File: config.mk
export PLATFORM = sky130hd
export DESIGN_NAME = irin_keyevent
export DESIGN_NICKNAME = d
export VERILOG_FILES = /design/src/rtl/irin_pkg.sv /design/src/rtl/irin_evfifo.sv /design/src/rtl/irin_keyevent.sv
export SDC_FILE = /design/constraint.sdc
export NUM_CORES = 1
export LEC_CHECK = 0
export ABC_AREA = 1
export CAP_MARGIN = 0
export CORE_MARGIN = 1.5
export CORE_UTILIZATION = 30
export CTS_BUF_LIST = sky130_fd_sc_hd__clkbuf_8 sky130_fd_sc_hd__clkbuf_16
export DETAILED_ROUTE_END_ITERATION = 16
export PLACE_DENSITY_LB_ADDON = 0.2
export SLEW_MARGIN = 25
export SYNTH_ARGS = -nofsm -noshare
export SYNTH_HDL_FRONTEND = slang
export SYNTH_SLANG_ARGS = --single-unit
File: constraint.sdc
create_clock -name clk -period 1.8 [get_ports clk]
set_input_delay 0.36 -clock clk [delete_from_list [all_inputs] [get_ports clk]]
set_output_delay 0.36 -clock clk [all_outputs]
set_load 0.01 [all_outputs]
File: src/rtl/irin_pkg.sv
// rtl/irin_pkg.sv - shared event, key-code and FSM state definitions for the IR key event stage
package irin_pkg;

    localparam logic [1:0] EV_PRESS   = 2'b00;
    localparam logic [1:0] EV_RELEASE = 2'b01;
    localparam logic [1:0] EV_REPEAT  = 2'b10;

    localparam logic [7:0] NO_KEY = 8'h00;

    localparam int EV_W = 10;

    typedef enum logic [1:0] {
        ST_IDLE    = 2'b00,
        ST_PRESSED = 2'b01,
        ST_SWAP    = 2'b10
    } state_e;

    typedef struct packed {
        logic [1:0] ev_type;
        logic [7:0] code;
    } event_t;

endpackage

File: src/rtl/irin_evfifo.sv
// rtl/irin_evfifo.sv - synchronous event queue; a push into a full queue is dropped unless a pop frees a slot
module irin_evfifo #(
    parameter int DEPTH = 4,
    parameter int WIDTH = 10
) (
    input  logic             clk,
    input  logic             rst_n,
    input  logic             push_i,
    input  logic [WIDTH-1:0] push_data_i,
    input  logic             pop_i,
    output logic [WIDTH-1:0] head_o,
    output logic             full_o,
    output logic             empty_o,
    output logic             push_drop_o
);
    localparam int AW = $clog2(DEPTH);

    logic [WIDTH-1:0] mem_q [DEPTH];
    logic [AW:0]      wr_ptr_q;
    logic [AW:0]      rd_ptr_q;
    logic             do_push;
    logic             do_pop;

    // Pointers carry one wrap bit so full and empty are distinguishable.
    assign empty_o     = (wr_ptr_q == rd_ptr_q);
    assign full_o      = (wr_ptr_q[AW-1:0] == rd_ptr_q[AW-1:0]) && (wr_ptr_q[AW] != rd_ptr_q[AW]);
    assign do_pop      = pop_i && !empty_o;
    assign do_push     = push_i && (!full_o || do_pop);
    assign push_drop_o = push_i && full_o && !do_pop;
    assign head_o      = mem_q[rd_ptr_q[AW-1:0]];

    always_ff @(posedge clk or negedge rst_n) begin
        if (!rst_n) begin
            wr_ptr_q <= '0;
            rd_ptr_q <= '0;
            for (int i = 0; i < DEPTH; i++) begin
                mem_q[i] <= '0;
            end
        end else begin
            if (do_push) begin
                mem_q[wr_ptr_q[AW-1:0]] <= push_data_i;
                wr_ptr_q                <= wr_ptr_q + (AW+1)'(1);
            end
            if (do_pop) begin
                rd_ptr_q <= rd_ptr_q + (AW+1)'(1);
            end
        end
    end

endmodule

File: src/rtl/irin_keyevent.sv
// rtl/irin_keyevent.sv - turns decoded IR codes and line activity into queued PRESS/RELEASE key events
// Defining IRIN_KEYEVENT_REPEAT_EN adds periodic REPEAT events while a key is held.
module irin_keyevent
    import irin_pkg::*;
#(
    parameter int TICK_DIV   = 50000,
    parameter int HOLD_MS    = 150,
    parameter int REPEAT_MS  = 110,
    parameter int FIFO_DEPTH = 4
) (
    input  logic       clk,
    input  logic       rst_n,
    input  logic [7:0] code,
    input  logic       ir,
    output logic       event_valid,
    input  logic       event_ready,
    output logic [7:0] event_code,
    output logic [1:0] event_type,
    output logic       key_down,
    output logic [7:0] key_code,
    output logic       overflow,
    input  logic       overflow_clr
);
    localparam int TW     = $clog2(TICK_DIV);
    localparam int MS_MAX = (HOLD_MS > REPEAT_MS) ? HOLD_MS : REPEAT_MS;
    localparam int CW     = $clog2(MS_MAX + 1);
    localparam logic [CW-1:0] HOLD_LOAD = CW'(HOLD_MS);

    logic [TW-1:0] tick_cnt_q;
    logic          tick;
    logic [7:0]    code_meta_q, code_sync_q, code_prev_q;
    logic          ir_meta_q, ir_sync_q, ir_prev_q;
    logic          ir_edge, code_new, timeout, rep_fire;
    state_e        state_q;
    logic [7:0]    last_code_q, key_code_q;
    logic          key_down_q, overflow_q;
    logic [CW-1:0] hold_cnt_q;
    logic          ev_push;
    event_t        ev_data, head;
    logic          fifo_empty, push_drop, unused_fifo_full;

    assign tick     = (tick_cnt_q == TW'(TICK_DIV - 1));
    assign code_new = (code_sync_q == code_prev_q) && (code_sync_q != last_code_q);
    assign ir_edge  = ir_sync_q ^ ir_prev_q;
    // An IR edge landing on the expiring tick keeps the key alive.
    assign timeout  = tick && (hold_cnt_q <= CW'(1)) && !ir_edge;

`ifdef IRIN_KEYEVENT_REPEAT_EN
    localparam logic [CW-1:0] REP_LOAD = CW'(REPEAT_MS);
    logic [CW-1:0] rep_cnt_q;
    assign rep_fire = tick && (rep_cnt_q <= CW'(1));
`else
    assign rep_fire = 1'b0;
`endif

    always_ff @(posedge clk or negedge rst_n) begin
        if (!rst_n) begin
            tick_cnt_q  <= '0;
            code_meta_q <= NO_KEY;
            code_sync_q <= NO_KEY;
            code_prev_q <= NO_KEY;
            ir_meta_q   <= 1'b1;
            ir_sync_q   <= 1'b1;
            ir_prev_q   <= 1'b1;
            overflow_q  <= 1'b0;
        end else begin
            tick_cnt_q  <= tick ? '0 : tick_cnt_q + TW'(1);
            code_meta_q <= code;
            code_sync_q <= code_meta_q;
            code_prev_q <= code_sync_q;
            ir_meta_q   <= ir;
            ir_sync_q   <= ir_meta_q;
            ir_prev_q   <= ir_sync_q;
            overflow_q  <= push_drop | (overflow_q & ~overflow_clr);
        end
    end

    always_comb begin
        ev_push         = 1'b0;
        ev_data.ev_type = EV_PRESS;
        ev_data.code    = NO_KEY;
        case (state_q)
            ST_IDLE: begin
                if (code_new && (code_sync_q != NO_KEY)) begin
                    ev_push      = 1'b1;
                    ev_data.code = code_sync_q;
                end
            end
            ST_PRESSED: begin
                if ((code_new && (code_sync_q != NO_KEY)) || timeout) begin
                    ev_push         = 1'b1;
                    ev_data.ev_type = EV_RELEASE;
                    ev_data.code    = key_code_q;
                end else if (rep_fire) begin
                    ev_push         = 1'b1;
                    ev_data.ev_type = EV_REPEAT;
                    ev_data.code    = key_code_q;
                end
            end
            ST_SWAP: begin
                ev_push      = 1'b1;
                ev_data.code = last_code_q;
            end
            default: ;
        endcase
    end

    // last_code is captured on entry to SWAP so the follow-up PRESS cannot see a third code.
    always_ff @(posedge clk or negedge rst_n) begin
        if (!rst_n) begin
            state_q     <= ST_IDLE;
            last_code_q <= NO_KEY;
            key_code_q  <= NO_KEY;
            key_down_q  <= 1'b0;
            hold_cnt_q  <= '0;
`ifdef IRIN_KEYEVENT_REPEAT_EN
            rep_cnt_q   <= '0;
`endif
        end else begin
            case (state_q)
                ST_IDLE: begin
                    if (code_new) begin
                        last_code_q <= code_sync_q;
                        if (code_sync_q != NO_KEY) begin
                            key_code_q <= code_sync_q;
                            key_down_q <= 1'b1;
                            hold_cnt_q <= HOLD_LOAD;
`ifdef IRIN_KEYEVENT_REPEAT_EN
                            rep_cnt_q  <= REP_LOAD;
`endif
                            state_q    <= ST_PRESSED;
                        end
                    end
                end
                ST_PRESSED: begin
                    if (code_new && (code_sync_q != NO_KEY)) begin
                        last_code_q <= code_sync_q;
                        state_q     <= ST_SWAP;
                    end else if (timeout) begin
                        key_down_q <= 1'b0;
                        key_code_q <= NO_KEY;
                        state_q    <= ST_IDLE;
                    end else begin
                        if (ir_edge) begin
                            hold_cnt_q <= HOLD_LOAD;
                        end else if (tick) begin
                            hold_cnt_q <= hold_cnt_q - CW'(1);
                        end
`ifdef IRIN_KEYEVENT_REPEAT_EN
                        if (tick) begin
                            rep_cnt_q <= rep_fire ? REP_LOAD : rep_cnt_q - CW'(1);
                        end
`endif
                    end
                end
                ST_SWAP: begin
                    key_code_q <= last_code_q;
                    hold_cnt_q <= HOLD_LOAD;
`ifdef IRIN_KEYEVENT_REPEAT_EN
                    rep_cnt_q  <= REP_LOAD;
`endif
                    state_q    <= ST_PRESSED;
                end
                default: state_q <= ST_IDLE;
            endcase
        end
    end

    irin_evfifo #(
        .DEPTH (FIFO_DEPTH),
        .WIDTH (EV_W)
    ) u_evfifo (
        .clk         (clk),
        .rst_n       (rst_n),
        .push_i      (ev_push),
        .push_data_i (ev_data),
        .pop_i       (event_ready),
        .head_o      (head),
        .full_o      (unused_fifo_full),
        .empty_o     (fifo_empty),
        .push_drop_o (push_drop)
    );

    assign event_valid = !fifo_empty;
    assign event_code  = head.code;
    assign event_type  = head.ev_type;
    assign key_down    = key_down_q;
    assign key_code    = key_code_q;
    assign overflow    = overflow_q;

endmodule

# == Word-level counts from Yosys, hierarchy flattened ==
# Cells that the tools add are included.
# op_classes
bitwise_logic,6
mux,39
n_reduce_logical,25
eq_ne,16
order_cmp,4
addsub,4
# ops
cell,count
$mux W8,13
$pmux W8 S3,3
$bwmux W40,1
$mux W10,3
$bmux W10 S2,1
$demux W10 S2,1
$add A16 B1 Y16 const B,1
$eq A16 B16 Y1 const B,1
$mux W16,1
$pmux W8 S2,1
$ne A2 B2 Y1 const B,6
$logic_and A1 B1 Y1,10
$mux W2,5
$reduce_and A5 Y1,2
$mux W9,1
$eq A8 B8 Y1,1
$le A8 B1 Y1 const B,1
$ne A8 B8 Y1,1
$reduce_bool A8 Y1,1
$sub A8 B1 Y8 const B,1
$add A3 B1 Y3 const B,2
$ge A3 B3 Y1 const B,2
$mux W1,6
$ne A3 B3 Y1 const B,2
21 further kinds,27
# totals
register_bits,117

# == Depth between registers and ports, before layout ==
# depth
ltp_word,9
mapped_depth,15
ltp_nobuf,14

# == By module ==
# From an unflattened synthesis, not the netlist that was laid out.
# hier_totals
cells_unflattened,753
hier_area_um2,6024.5
# by_module_without_submodules
module,instances,area_per_inst_um2,cells_per_inst,seq_area_each_um2
irin_keyevent,1,3659.8,467,1780.5
irin_evfifo,1,2364.8,286,1151.1

# == Worst setup path before layout ==
# OpenSTA, ideal clock, no wires.
# synth_timing
path_type,reg2reg
start,register tick_cnt_q[0]
end,register hold_cnt_q[3]
path_stages_with_launch,11
setup_time_ps,123
arrival_time_ps,1802
required_time_ps,1677
path_buffers,0
setup_slack_ps,-125
period_less_slack_ps,1925
path_cell_list,dfrtp_1 > ha_1 > nand3_1 > nor3_2 > o21ai_0 > a21oi_1 > nand3_1 > inv_1 > nand2_1 > nand2_1 > nor2_1
# synth_via
elab_chain_cells,5
elab_cells_between_ends,6
cone_classes,eq/ne: 3; reduce/logical: 3
# synth_lines
item,line_no,source
from (decl),irin_keyevent.sv:29,logic [TW-1:0] tick_cnt_q;
from (signal assigned),irin_keyevent.sv:67,tick_cnt_q <= tick ? '0 : tick_cnt_q + TW'(1);
$eq A16 B16 Y1 (*),irin_keyevent.sv:42,assign tick = (tick_cnt_q == TW'(TICK_DIV - 1));
$logic_and A1 B1 Y1 (2 in a row),irin_keyevent.sv:46,assign timeout = tick && (hold_cnt_q <= CW'(1)) && !ir_edge;
$ne A2 B2 Y1 (no line),-,
$reduce_and A6 Y1 (no line) (*),-,
to (signal assigned),irin_keyevent.sv:147,hold_cnt_q <= hold_cnt_q - CW'(1);
to (decl),irin_keyevent.sv:37,logic [CW-1:0] hold_cnt_q;
# Every way passes the cells marked *; elsewhere a longest branch is shown, timed or not.
# A chain may end at the register's enable or synchronous reset.

# == Worst setup path after layout ==
# layout_timing
start,register code_sync_q[5]
end,register u_evfifo.mem_q[23] in the netlist's numbering
# layout_via
elab_chain_cells,7
elab_cells_between_ends,14
cone_classes,eq/ne: 2; mux: 7; reduce/logical: 5
# layout_lines
item,line_no,source
from (decl),irin_keyevent.sv:31,"logic [7:0] code_meta_q, code_sync_q, code_prev_q;"
from (signal assigned),irin_keyevent.sv:69,code_sync_q <= code_meta_q;
$eq A8 B8 Y1 / $ne A8 B8 Y1 (equally long branches),irin_keyevent.sv:43,assign code_new = (code_sync_q == code_prev_q) && (code_sync_q != last_code_q);
$logic_and A1 B1 Y1,irin_keyevent.sv:43,
$logic_and A1 B1 Y1 (*),"irin_keyevent.sv:84, irin_keyevent.sv:90",
$logic_or A1 B1 Y1,irin_keyevent.sv:90,if ((code_new && (code_sync_q != NO_KEY)) || timeout) begin
$mux W9 / $mux W1 (equally long branches),irin_keyevent.sv:90,
$pmux W8 S3 / $pmux W1 S3 (equally long branches),irin_keyevent.sv:82,case (state_q)
$bwmux W40 / $logic_and A1 B1 Y1 (equally long branches),"irin_evfifo.sv:41, irin_evfifo.sv:28",
"to (signal, indexed assignment)",irin_evfifo.sv:41,mem_q[wr_ptr_q[AW-1:0]] <= push_data_i;
to (decl),irin_evfifo.sv:18,logic [WIDTH-1:0] mem_q [DEPTH];
# Marked as above.

==> key figures <==
Drt
  – Via count: 4893
  – DRC violations left: 0
  – Antenna-violating nets left: 0
  – Routed len/inst: 13.14 µm
  – Drt first pass iters: 6
  – Via density: 4.531
  – 1st-iter DRT viols: 240
  – Drt total wl: 14190 µm

Layout
  – Final #Nets: approximately 860
  – Multi-input combinational cell area: 2646 µm²
  – ANT cells: 0
  – Share of layout cells above drive strength 1: 32.55%
  – Final Instance Count excl. Fillers: 1080
  – Fill cells: roughly 1700
  – Register Area: 2839 µm²
  – Area delta synth->final: 46.61%

Critical path
  – CP delay by family, top: simple AND/OR/NAND/NOR gates
  – Crit path buffers/inverters: 2
  – Critical path peak fanout: 9
  – CP arrival: about 2.4 ns
  – Cell Chain, Critical Path: inv_2 > nand2_1 > nand2_1 > nor2_2 > nand2_2 > nor2_4 > nand3_4 > nand2_2 > nand2_4 > nand2_4 > nand3_4 > nor2_4 > buf_12 > nand2_1 > nand2_1
  – Crit. End Element: register
  – Largest stage delay, worst path: ~0.40 ns
  – CP startpoint kind: register
  – Cell with the most instances on the worst path: nand2_1
  – Worst endpoint required time: 2.16 ns
  – CP Class: register to register
  – CP max-delay cell: dfrtp_1

STA
  – Worst clock skew: 0.008446 ns
  – Worst Setup Slack, final: -0.2099 ns
  – Slew Viols, Final: 0
  – Final Hold Viols: 0
  – Final TNS setup: -8.895 ns
  – Fmax achieved: between 0.4 and 0.5 GHz
  – Fin Hold WS: 0.2857 ns
  – RSZ-0062 raised after global routing: yes
  – Final setup viols: 67
  – Min Tclk post-route: 2.010 ns
  – Final worst path period share: 111.7%

Clock network
  – H-tree Lvls: 4
  – Clk slew on worst S/H paths: 0.06 ns
  – Max Root-Sink Buffers: 2
  – CTS tree: done
  – Clock Latency Late Sink: 0.42 ns
  – Root Driver: clkbuf_16
  – TritonCTS Buffers: 17
  – CTS Sinks: 113

Synthesis
  – Synth top area share: around half
  – Syn Inst Count: 672
  – Synth cell types: 37
  – Main synth FF type: dfrtp_1
  – Cell Area, Synth: between 5000 and 6000 µm²
  – Adder-cell share of the synthesized area: 2.955%
  – Synth top cells by count: nand2_1 (244), dfrtp_1 (110), inv_1 (62)
  – Post-Syn Area per Cell: 8.192 µm²
  – Yosys Warn Count: 0
  – Post-synth EDFFs: 0
  – Dominant cells by area after synthesis: dfrtp_1 (50%), nand2_1 (17%), o21ai_0 (4.5%)
  – Synth Area in XOR/XNOR: 1.750%
  – FFs w/ async S/R, synth: 100.0%
  – Count leader, synth: nand2_1
  – Largest family of logic cells by synthesized area: simple AND/OR/NAND/NOR gates
  – Yosys reg bits: ~110
  – Sequential area share after synthesis: 51.43%
  – Post-Synth Simple-Gate Area: approximately 28%
  – Synth area leader: dfrtp_1
  – Post-synthesis mux area share: 0%
  – Synth Area in Compound Gates: 10.34%
  – Syn_nets: 698

Run
  – Maxcap violations: 0

GRT
  – Global route overflow: 0
  – Initial antenna violation count: 0
  – Largest net degree at the start of global routing: between 60 and 70
  – First-pass GRT wire length: 23680 µm
  – Vias in the first global route: 4883
  – Total global-route track usage: 15.34%

Floorplanning
  – Core area: 17960 µm²
  – Io pins: 34
  – Die W: 138.5 µm
  – Die height: ~140 µm
  – Die footprint: between 15000 and 20000 µm²
  – Floorplan row count: 49
  – Starting Density: between 30% and 40%

Power
  – Overall power: slightly above 0.01 W
  – P_sw: around 0.0035 W
  – PD cells: 1284 nW/µm²
  – Flop pwr share: 30.0%
  – Comb pwr share: 36.0%
  – Clock share of power: 34.0%
  – P_int: 0.006915 W
  – Leakage: roughly 4.1 nW
  – Max VDD drop: 0.9071 mV
  – Sw Share: 33.29%

Placed design
  – Gpl congestion: 0.8324
  – Placed Instances: just over 1000
  – Dpl hpwl: 9505 µm
  – Dpl ws: -0.3038 ns
  – Port Buffers: 32

Outcome
  – Outcome: finished with violations
  – Failing checks: setup timing

Hold path
  – Hold Crit Class: input port to asynchronous set/reset pin
-- stage by stage --
step	util [%]	cell area, µm²
6_report	44.93	8071
5_1_grt	44.93	8071
4_1_cts	42.93	7711
3_5_place_dp	37.92	6812
3_3_place_gp	37.92	6812
2_1_floorplan	-	5512
-- repair_timing --
action / in CTS / in global routing
setup buffers: 17 / 19
hold buffers: 1 / 0
gates resized for setup: 107 / 96
pin swaps: 23 / 34
setup endpoints to repair: 66 / 76
gates cloned: 0 / 2
hold endpoints to repair: 59 / 0
-- cells by family (layout without fill, tap and decap cells) --
logic type | Yosys count | count (layout)
simple gates | 352 | 353
flops | 113 | 113
compound gates | 97 | 97
buf+inv | 85 | 263
fa+ha+maj | 13 | 13
xor+xnor | 11 | 11
other cells | 1 | 1
-- cells in the final DEF, fill, tap and decap left out, types with 16 or more instances in the layout --
cell / count
nand2_1: 232
dfrtp_1: 104
buf_4: 99
inv_1: 53
nor2_1: 42
o21ai_1: 21
buf_6: 21
clkdlybuf4s50_1: 19
clkbuf_16: 17
o21ai_0: 16
-- flip-flops by register name, summed over array words and instances (netlist names) --
name / flops
u_evfifo.mem_q: 36
ir_meta_q: 1
code_meta_q: 8
u_evfifo.wr_ptr_q: 3
hold_cnt_q: 8
code_sync_q: 8
state_q: 2
tick_cnt_q: 16
u_evfifo.rd_ptr_q: 3
key_down: 1
code_prev_q: 8
last_code_q: 8
overflow: 1
ir_prev_q: 1
ir_sync_q: 1
key_code: 8
-- metal layers --
| metal | track usage, % | up-vias | wire length (µm) |
|---|---|---|---|
| met2 | 24.72 | 72 | 6837 |
| li1 | - | 2489 | - |
| met3 | 4.122 | 28 | 460 |
| met1 | 19.62 | 2304 | 6577 |
| met5 | 0 | - | 0 |
| met4 | 6.039 | 0 | 314 |
-- final timing paths --
kind	start	endpoint	slack, ns	depth (start not counted)
worst max register to register	code_sync_q[5]$_DFF_PN0_	u_evfifo.mem_q[23]$_DFFE_PN0P_	-0.21	15
min in group clk	code_meta_q[0]$_DFF_PN0_	code_sync_q[0]$_DFF_PN0_	0.35	0
worst min-delay path	rst_n	u_evfifo.rd_ptr_q[2]$_DFFE_PN0P_	0.29	2
worst min register to register	code_meta_q[0]$_DFF_PN0_	code_sync_q[0]$_DFF_PN0_	0.35	0
max in group asynchronous	rst_n	ir_meta_q$_DFF_PN1_	0.93	3
worst max-delay path	code_sync_q[5]$_DFF_PN0_	u_evfifo.mem_q[23]$_DFFE_PN0P_	-0.21	15
-- final cells by class --
type / instances / area share (%)
clock buffer: 20 / 5.782
timing repair buffer: 159 / 17.22
clock inverter: 12 / 1.953
inverter: 72 / 3.534
sequential: 113 / 35.17
tap: 229 / 3.550
multi-input combinational: 475 / 32.79
-- power by group through the flow --
stage	Combinational, W	Clock [W]	Sequential [W]
2_1_floorplan	0.00152	0	0.00312
3_3_place_gp	0.00304	0	0.00312
3_5_place_dp	0.00307	0	0.00314
4_1_cts	0.00334	0.00362	0.00310
5_1_grt	0.00409	0.00374	0.00316
6_report	0.00373	0.00352	0.00311
Note: power is estimated with default switching activity, not from simulation.
